==> src/rtl/dff_pipe_sync_rst_en.sv <==
// Elastic DEPTH-stage register pipeline with valid/ready flow control,
// bubble collapsing, global enable, synchronous flush and synchronous reset.
module dff_pipe_sync_rst_en #(
    parameter  int unsigned WIDTH = 4,
    parameter  int unsigned DEPTH = 3,
    localparam int unsigned CNT_W = $clog2(DEPTH + 1)
) (
    input  logic             clk,
    input  logic             sync_rst,
    input  logic             enabler,
    input  logic             flush,
    input  logic             in_valid,
    output logic             in_ready,
    input  logic [WIDTH-1:0] in_data,
    output logic             out_valid,
    input  logic             out_ready,
    output logic [WIDTH-1:0] out_data,
    output logic [CNT_W-1:0] count
);

    logic             en_eff;
    logic             in_xfer;
    logic             out_xfer;
    logic [DEPTH-1:0] v;
    logic [DEPTH-1:0] v_nxt;
    logic [DEPTH-1:0] load_ok;
    logic [DEPTH-1:0] adv;
    logic [DEPTH-1:0] load;

    assign en_eff    = enabler && !flush && !sync_rst;
    assign in_ready  = en_eff && load_ok[0];
    assign out_valid = en_eff && v[DEPTH-1];
    assign in_xfer   = in_valid && in_ready;
    assign out_xfer  = out_valid && out_ready;

    for (genvar g = 0; g < DEPTH; g++) begin : g_stage
        logic [WIDTH-1:0] d_q;
        logic [WIDTH-1:0] d_src;

        // The recursive load_ok/adv chain is flattened: a stage can load when
        // the output drains or any stage from here downstream is empty.
        assign load_ok[g] = out_ready || !(&v[DEPTH-1:g]);

        if (g == DEPTH - 1) begin : g_last
            assign adv[g] = v[g] && out_ready;
        end else begin : g_mid
            assign adv[g] = v[g] && load_ok[g+1];
        end

        if (g == 0) begin : g_first
            assign load[g] = in_xfer;
            assign d_src   = in_data;
        end else begin : g_next
            assign load[g] = adv[g-1];
            assign d_src   = g_stage[g-1].d_q;
        end

        assign v_nxt[g] = load[g] || (v[g] && !adv[g]);

        always_ff @(posedge clk) begin
            if (sync_rst) begin
                d_q <= '0;
            end else if (en_eff && load[g]) begin
                d_q <= d_src;
            end
        end
    end

    assign out_data = g_stage[DEPTH-1].d_q;

    always_ff @(posedge clk) begin
        if (sync_rst || flush) begin
            v     <= '0;
            count <= '0;
        end else if (enabler) begin
            v     <= v_nxt;
            count <= count + CNT_W'(in_xfer) - CNT_W'(out_xfer);
        end
    end

endmodule
==> config.mk <==
export PLATFORM = sky130hd
export DESIGN_NAME = dff_pipe_sync_rst_en
export DESIGN_NICKNAME = d
export VERILOG_FILES = /design/src/rtl/dff_pipe_sync_rst_en.sv
export SDC_FILE = /design/constraint.sdc
export NUM_CORES = 1
export LEC_CHECK = 0
export CORE_ASPECT_RATIO = 0.7
export CORE_MARGIN = 1.5
export CORE_UTILIZATION = 38
export DETAILED_ROUTE_END_ITERATION = 16
export HOLD_SLACK_MARGIN = 0.08
export PLACE_DENSITY = 0.65
export SYNTH_ARGS = -nofsm -noshare
export SYNTH_HDL_FRONTEND = slang
export SYNTH_SLANG_ARGS = --single-unit
==> constraint.sdc <==
create_clock -name clk -period 3.44 [get_ports clk]
set_input_delay 0.344 -clock clk [delete_from_list [all_inputs] [get_ports clk]]
set_output_delay 0.344 -clock clk [all_outputs]
set_load 0.01 [all_outputs]
Word level (Yosys, flattened, before mapping)
Cells that the tools add are included.
- bits in latches: 0
- input bits: 10
- memory bits (writable): 0
- output and inout bits: 8
- flip-flop bits (word level): 17
- memories: 0
- ROM bits: 0
- logic and storage cells: 39
- reduce and logical (&&, ||, !) cells: 32
- mux-type cells: 0
- add/sub/neg operators: 2
- shift operators: 0
- bitwise operators: 0
- magnitude comparators: 0
- multipliers: 0
- equality and inequality tests: 0
- divide/modulo/power cells: 0
- operator list (cell ; number):
    logical AND 1 bit ; 15
    logical NOT 1 bit ; 8
    logical OR 1 bit ; 7
    AND reduction 3 bit ; 1
    adder 2 x 1 -> 2 bit ; 1
    AND reduction 2 bit ; 1
    subtractor 2 x 1 -> 2 bit ; 1

Logic depth before layout (Yosys ltp)
Gate-level depths: netlist of the first run.
- word-level depth: 7
- gate-level depth with buffers: 9
- depth with buffers taken out: 8

Worst setup path before layout of the first run
OpenSTA, ideal clock, no wires.
- kind: input port to flip-flop
- start point: in enabler
- end point: reg count[1]
- stages: 9
- library setup time: 0.125 ns
- arrival time: 1.644 ns
- data required time: 3.315 ns
- path slack: 1.671 ns
- buffers on the path: 1
- cell sequence: buf_4 nor3b_4 and3_1 ha_1 inv_1 ha_1 xnor2_1 o211ai_1 o31ai_1
- longest elaborated chain between the ends: 6
- elaborated cells on any way between the ends: 8
- classes of those cells: add/sub: 2; reduce/logical: 6
- RTL lines (item ; line ; text):
    start: declaration ; 10 ; input logic enabler,
    logical AND 1 bit (2 in series) ; 30 ; assign en_eff = enabler && !flush && !sync_rst;
    logical AND 1 bit ; 31 ; assign in_ready = en_eff && load_ok[0];
    logical AND 1 bit ; 33 ; assign in_xfer = in_valid && in_ready;
    adder 2 x 1 -> 2 bit ; 77 ; count <= count + CNT_W'(in_xfer) - CNT_W'(out_xfer);
    subtractor 2 x 1 -> 2 bit ; 77 ;
    end signal: assignment ; 77 ;
    end: declaration ; 18 ; output logic [CNT_W-1:0] count
Parallel ways exist; a longest one is shown, timed or not.
A chain may end at the register's enable or synchronous reset.

Worst setup path after layout of the first run
- start point: in enabler
- end point: out in_ready
- longest elaborated chain between the ends: 3
- RTL lines (item ; line ; text):
    logical AND 1 bit (2 in series) ; 30 ;
    logical AND 1 bit ; 31 ;
    end: declaration ; 13 ; output logic in_ready,
Every way passes these cells.

==> results.toml, run 1 <==
[run_status]
status = "complete, no violations"

[global_routing]
antenna_found_initial = 0
global_route.usage.met3 = 0.0694
grt_pass1_wl_um = 2430
grt_busiest_layer = "met2"
gr-usage-met1 = 0.195
met2_usage = 0.218
grt_pass1_vias = 532
overflow = 0
grt_usage = 0.147
grt_max_degree = 17

[synthesis]
synth_fp_nets = 86
ys.flop_type = "dfxtp_1"
synth_edf_count = 0
synth_cell_type_count = 27
async_reset_ff_frac = 0
synth_cells = 74
synth_seq_area_share = 0.435
syn_area_um2 = 782
ys_ff_latch = 17
yosysWarnings = 0
syn_avg_cell_area_um2 = 10.6

[power_and_ir_drop]
irDropWorstVdd_mv = 0.229
pwr-share-clk = 0.310
p_leak_nw = 0.414
p_seq_frac = 0.600
power_density_nw_per_um2 = 333
pwr-share-comb = 0.090
p_int_mw = 0.261
p_sw_mw = 0.0723
p_sw_frac = 0.217

[die]
die_h_um = 41.0
die_w_um = 57.2
initial_utilization = 0.411
core_area_um2 = 1900
num_rows = 13
die_area_um2 = 2340
io_pins = 18

[drt]
drc = 0
vias_per_cell = 4.97
drtAntennaViolNets = 0
routed_wl_um = 1420
drt_iter0_markers = 16
firstDrtPassIters = 4
wl_per_cell_um = 12.2
vias = 576

[placement]
dpl.hpwl_um = 1030
io_buffer_count = 17
preCtsSetupSlack_ns = 0.937
gp_congestion = 0.795

[run]
maxCapViolCount = 0

[timing]
fin_tns_setup_ns = 0
max_freq_ghz = 0.423
maxSlewViolCount = 0
relSlewSlack = 0.740
fin_ws_ns = 1.08
setup_viol = 0
hold_violations = 0
period_share = 0.687
worst_pin_slew_ns = 0.390
fin_skew_ns = 0.00185
layout_min_cycle_time_ns = 2.36
rsz0062_at_grt = "no"

[worst_setup_path]
cp_max_fo = 9
critPathSlowestCell = "clkdlybuf4s50_1"
slowest_delay_ns = 0.68
cp.required_ns = 3.10
path_depth = 4
rr_startpoint = "v[1]"
cp_cell_sequence = "clkdlybuf4s50_1 -> nor3b_4 -> o21a_1 -> clkdlybuf4s50_1"
crit_path_start = "enabler"
crit_path_start_kind = "input port"
arrival_ns = 2.02
crit_family = "buffers and inverters"
crit_path_end = "in_ready"
critPathBufInv = 2
end_kind = "primary output"
crit_top_cell = "clkdlybuf4s50_1"
worst_r2r_endpoint = "count[1]"
rr_worst_depth = 8
critical_path_class = "in2out"
reg2reg_slack_ns = 1.55

[final_layout]
n_antenna_cell = 0
final_cell_mix = "dfxtp_1, clkdlybuf4s50_1, mux2_2, nor2b_1, inv_1"
area_growth_syn_to_layout_pct = 28.2
fillCellCount = 175
utilization = 0.527
drive_gt1_frac = 0.202
nNetsFinal = 107

[clocking]
clkSinkCount = 17
clockRootBuffer = "clkbuf_4"
ctsResizeCount = 0
cts_hold_buf = 0
cts_max_level = 1
path_clk_slew_ns = 0.09
cts_buffer_depth = 2
cts_tree = "done"
clk_latency_ns = 0.28
cts_buffers = 3
post_cts_buffers = 0

[worst_hold_path]
min_path_type = "reg2reg"
-- registers in the layout, indices dropped and copies added (netlist names) --
signal / cells
v: 3
out_data: 4
count: 2
g_stage.d_q: 8
-- per-stage QoR --
stage          cell area, um2  hold WS, ns  std cells  power, mW
3_3_place_gp              976        0.458        112      0.235
4_1_cts                  1000        0.491        116      0.340
6_report                 1000        0.489        116      0.334
5_1_grt                  1000        0.508        116      0.353
2_1_floorplan             782        0.450         74      0.218
3_5_place_dp              976        0.466        112      0.235
-- how the worst min path moves through the flow --
stage / startpoint / endpoint / slack (ns) / cells past startpoint
6_report: g_stage[0].d_q[1] / g_stage[1].d_q[1] / 0.49 / 1
5_1_grt: g_stage[0].d_q[1] / g_stage[1].d_q[1] / 0.51 / 1
4_1_cts: g_stage[0].d_q[1] / g_stage[1].d_q[1] / 0.49 / 1
3_5_place_dp: g_stage[0].d_q[1] / g_stage[1].d_q[1] / 0.47 / 1
3_3_place_gp: g_stage[0].d_q[1] / g_stage[1].d_q[1] / 0.46 / 1
2_1_floorplan: g_stage[0].d_q[0] / g_stage[1].d_q[0] / 0.45 / 1
-- metal layers --
layer	vias up	routed length (um)
li1	296	-
met5	-	0
met4	0	10
met3	2	99
met2	13	603
met1	265	706
-- final cells by class --
cell class                 count  area, um2  area share
clock buffer                   4       26.3      0.0262
inverter                       4       15.0      0.0150
multi-input combinational     51        415       0.414
sequential                    17        340       0.340
tap                           22       27.5      0.0275
timing repair buffer          18        178       0.177
-- synthesized netlist by cell type, types with 2 or more instances --
library cell / number / area, um2
ha_1: 2 / 25.0
dfxtp_1: 17 / 340
and2b_1: 3 / 22.5
nor2b_1: 10 / 62.6
inv_1: 4 / 15.0
nand2_1: 2 / 7.51
nor2_1: 3 / 11.3
a21oi_1: 2 / 10.0
mux2_2: 12 / 135
nand3b_1: 2 / 15.0
-- power groups by stage --
| stage | Sequential, mW | Clock, mW | Combinational, mW |
|---|---|---|---|
| after floorplan | 0.204 | 0 | 0.0137 |
| after global placement | 0.205 | 0 | 0.0299 |
| after detailed placement | 0.205 | 0 | 0.0299 |
| after CTS | 0.200 | 0.110 | 0.0301 |
| after global routing | 0.201 | 0.119 | 0.0329 |
| final | 0.200 | 0.103 | 0.0299 |
-- logic make-up after synthesis --
group,after synthesis,synth area share
DFF,17,0.435
xor gates and xnor gates,1,0.0112
buffers and inverters,6,0.0336
and+or+nand+nor,26,0.214
muxes,13,0.186
adders and majority gates,2,0.0320
AOI/OAI and AO/OA,9,0.0880
(Power assumes the default switching activity.)
==> run 2, diff against run 1 <==
Clock period 3.44 ns to 2.5 ns, I/O delays scaled along.
==> results.toml, run 2 (synthesized netlist as in run 1, its figures left out) <==
[run_status]
status = "complete, no violations"

[drt]
vias = 589
wl_per_cell_um = 12.4
drc = 0
vias_per_cell = 4.99
drt_iter0_markers = 6
routed_wl_um = 1460
drtAntennaViolNets = 0
firstDrtPassIters = 4

[worst_setup_path]
end_kind = "primary output"
cp.required_ns = 2.25
critical_path_class = "in2out"
arrival_ns = 1.76
crit_path_start_kind = "input port"
cp_max_fo = 5

[timing]
hold_violations = 0
fin_tns_setup_ns = 0
rsz0062_at_grt = "no"
relSlewSlack = 0.831
maxSlewViolCount = 0
period_share = 0.805
fin_skew_ns = 0.00404
max_freq_ghz = 0.497
layout_min_cycle_time_ns = 2.01
setup_viol = 0
worst_pin_slew_ns = 0.254

[run]
maxCapViolCount = 0

[global_routing]
grt_usage = 0.150
grt_pass1_vias = 540
overflow = 0
grt_pass1_wl_um = 2440
grt_max_degree = 14
antenna_found_initial = 0

[power_and_ir_drop]
pwr-share-clk = 0.309
p_sw_frac = 0.224
power_density_nw_per_um2 = 454
irDropWorstVdd_mv = 0.390
p_seq_frac = 0.597
pwr-share-comb = 0.094
p_sw_mw = 0.104
p_int_mw = 0.359
p_leak_nw = 0.426

[final_layout]
top_register = "g_stage.d_q"
nNetsFinal = 109
n_antenna_cell = 0
largest_register_ff_count = 8
drive_gt1_frac = 0.229
area_growth_syn_to_layout_pct = 30.2
fillCellCount = 187
final_cell_mix = "dfxtp_1, clkdlybuf4s50_1, mux2_2, nor2b_1, inv_1"
stdcell_area_um2 = 1020
fin_cells = 118

[clocking]
cts_buffer_depth = 2
post_cts_buffers = 0
cts_buffers = 3
clkSinkCount = 17
clk_latency_ns = 0.29
clockRootBuffer = "clkbuf_4"
cts_max_level = 1
cts_tree = "done"
cts_hold_buf = 0
ctsResizeCount = 0
path_clk_slew_ns = 0.09

[placement]
dpl.hpwl_um = 1160
postPlaceCellArea_um2 = 991
dp_cells = 114
gp_congestion = 0.814
io_buffer_count = 17

[die]
die_w_um = 57.2
io_pins = 18
initial_utilization = 0.411
core_area_um2 = 1900
num_rows = 13
die_h_um = 41.0
die_area_um2 = 2340

[worst_hold_path]
min_path_type = "reg2reg"
## run 2: critical path, cell delays in order
cell,delay (ns)
clkdlybuf4s50_1,0.50
nor3b_4,0.32
o21a_1,0.17
clkdlybuf4s50_1,0.53
## run 2: cell type report
cell class / instances / area, um2 / share of cell area
multi-input combinational: 51 / 415 / 0.408
tap: 22 / 27.5 / 0.0270
inverter: 4 / 15.0 / 0.0147
clock inverter: 1 / 5.00 / 0.00491
timing repair buffer: 20 / 193 / 0.189
sequential: 17 / 340 / 0.334
clock buffer: 3 / 22.5 / 0.0221
## run 2: layer usage
metal  part of all wire  GRT usage  up-vias
li1                   -          -      301
met1               0.54      0.189      273
met2               0.41      0.227       13
met3              0.049     0.0726        2
met4             0.0041     0.0523        0
met5                  0          0        -
## run 2: power by group through the flow
stage / Clock (mW) / Combinational, mW / Sequential (mW)
floorplan: 0 / 0.0189 / 0.281
global placement: 0 / 0.0435 / 0.282
detailed placement: 0 / 0.0434 / 0.282
CTS: 0.151 / 0.0436 / 0.276
global route: 0.165 / 0.0474 / 0.276
finish: 0.143 / 0.0434 / 0.276
## run 2: final timing paths
path	endpoint	cells after the start	from	slack [ns]
max	in_ready	4	sync_rst	0.49
min	out_data[3]	1	g_stage[1].d_q[3]	0.49
max reg2reg	count[1]	8	v[2]	0.77
min reg2reg	out_data[3]	1	g_stage[1].d_q[3]	0.49
## run 2: metrics by stage
stage / total power [mW] / util / hold WS (ns) / worst slack [ns]
2_1_floorplan: 0.300 / - / 0.394 / 0.825
6_report: 0.462 / 0.535 / 0.486 / 0.487
3_3_place_gp: 0.325 / 0.521 / 0.457 / 0.371
3_5_place_dp: 0.325 / 0.521 / 0.463 / 0.319
5_1_grt: 0.489 / 0.535 / 0.502 / 0.426
4_1_cts: 0.470 / 0.535 / 0.490 / 0.487
==> run 3, diff against run 2 <==
Clock period 2.5 ns to 2 ns, I/O delays scaled along.
==> results.toml, run 3 (synthesized netlist as in run 1, its figures left out) <==
[run_status]
status = "complete, no violations"

[timing]
max_freq_ghz = 0.520
fin_skew_ns = 0.00172
relSlewSlack = 0.816
setup_viol = 0
layout_min_cycle_time_ns = 1.92
worst_pin_slew_ns = 0.275
maxSlewViolCount = 0
rsz0062_at_grt = "no"
period_share = 0.961
hold_violations = 0
fin_ws_ns = 0.0771

[drt]
wl_per_cell_um = 13.2
firstDrtPassIters = 4
routed_wl_um = 1620
drt_iter0_markers = 12
drc = 0
vias_per_cell = 4.99
vias = 609
drtAntennaViolNets = 0

[clocking]
clk_latency_ns = 0.29
cts_tree = "done"
cts_buffer_depth = 2
clkSinkCount = 17
cts_max_level = 1
cts_buffers = 3
cts_hold_buf = 0
clockRootBuffer = "clkbuf_4"
path_clk_slew_ns = 0.09

[final_layout]
n_antenna_cell = 0
drive_gt1_frac = 0.250
fillCellCount = 173
largest_register_ff_count = 8
final_common_cell = "dfxtp_1"
top_register = "g_stage.d_q"
final_cell_mix = "dfxtp_1, clkdlybuf4s50_1, mux2_2, nor2b_1, buf_4"
area_growth_syn_to_layout_pct = 34.2
nNetsFinal = 113
stdcell_area_um2 = 1050

[placement]
dpl.hpwl_um = 1250
preCtsSetupSlack_ns = -0.113
postPlaceCellArea_um2 = 1020
io_buffer_count = 17
gp_congestion = 0.816

[worst_setup_path]
end_kind = "primary output"
rr_worst_depth = 8
cp.required_ns = 1.80
cp_max_fo = 4
critical_path_class = "in2out"
arrival_ns = 1.72
worst_r2r_endpoint = "count[1]"
reg2reg_slack_ns = 0.35
crit_path_start_kind = "input port"
rr_startpoint = "v[2]"

[run]
maxCapViolCount = 0

[power_and_ir_drop]
irDropWorstVdd_mv = 0.346
p_leak_nw = 0.459
power_density_nw_per_um2 = 556

[worst_hold_path]
min_from = "g_stage[0].d_q[1]"
min_to = "g_stage[1].d_q[1]"
min_path_type = "reg2reg"
holdPathStages = 1

[global_routing]
grt_max_degree = 14
grt_usage = 0.165
grt_pass1_wl_um = 2730
antenna_found_initial = 0
grt_pass1_vias = 574
overflow = 0

[die]
die_area_um2 = 2340
die_w_um = 57.2
initial_utilization = 0.411
io_pins = 18
die_h_um = 41.0
num_rows = 13
core_area_um2 = 1900
==> run 3: cell count changes in the layout (fill, tap and decap cells not counted), sizes merged <==
cell / previous run / this run
buf: 3 / 7
dlymetal6s2s: 0 / 1
clkbuf: 3 / 4
clkdlybuf4s50: 17 / 16
clkinv: 1 / 0
==> run 3: through the flow <==
step	instances	TNS (ns)	power (mW)	util	hold WS [ns]
after floorplan	74	0	0.375	-	0.344
after global placement	118	-0.0254	0.411	0.536	0.456
after detailed placement	118	-0.113	0.412	0.536	0.461
after CTS	122	0	0.596	0.550	0.484
after global routing	122	0	0.621	0.552	0.510
final	122	0	0.584	0.552	0.480
==> run 3: layer usage <==
layer | part of all wire | GRT usage | vias up
li1 | - | - | 310
met1 | 0.51 | 0.220 | 282
met2 | 0.41 | 0.259 | 15
met3 | 0.069 | 0.0631 | 2
met4 | 0.0068 | 0.0349 | 0
met5 | 0 | 0 | -
==> run 3: worst max path at each step <==
stage,start,to,slack (ns),cells past startpoint
floorplan,v[2],count[1],0.34,8
global placement,enabler,count[1],-0.03,9
detailed placement,sync_rst,count[1],-0.11,9
CTS,sync_rst,in_ready,0.05,5
global route,enabler,out_valid,0.004,5
finish,sync_rst,out_valid,0.08,5
==> run 3: final cells by class <==
class,instances,area [um2],share of cell area
sequential,17,340,0.324
timing repair buffer,24,225,0.215
tap,22,27.5,0.0262
multi-input combinational,51,415,0.396
clock buffer,4,26.3,0.0250
inverter,4,15.0,0.0143
==> run 3: power by group <==
group          leakage, nW  switching, mW  total, mW  internal, mW
clock               0.0150          0.102      0.180        0.0776
sequential           0.137        0.00215      0.344         0.342
combinational        0.306         0.0246     0.0593        0.0347
total                0.459          0.129      0.584         0.455
==> run 3: timing repair <==
action	CTS	global route
gates resized for setup	0	1
setup buffers	0	0
setup endpoints to repair	0	1
==> run 3: worst max-delay path, stage by stage <==
cell and delay [ns]:
clkdlybuf4s50_1 0.49, nor3b_4 0.24, buf_4 0.15, and2_1 0.11, clkdlybuf4s50_1 0.52
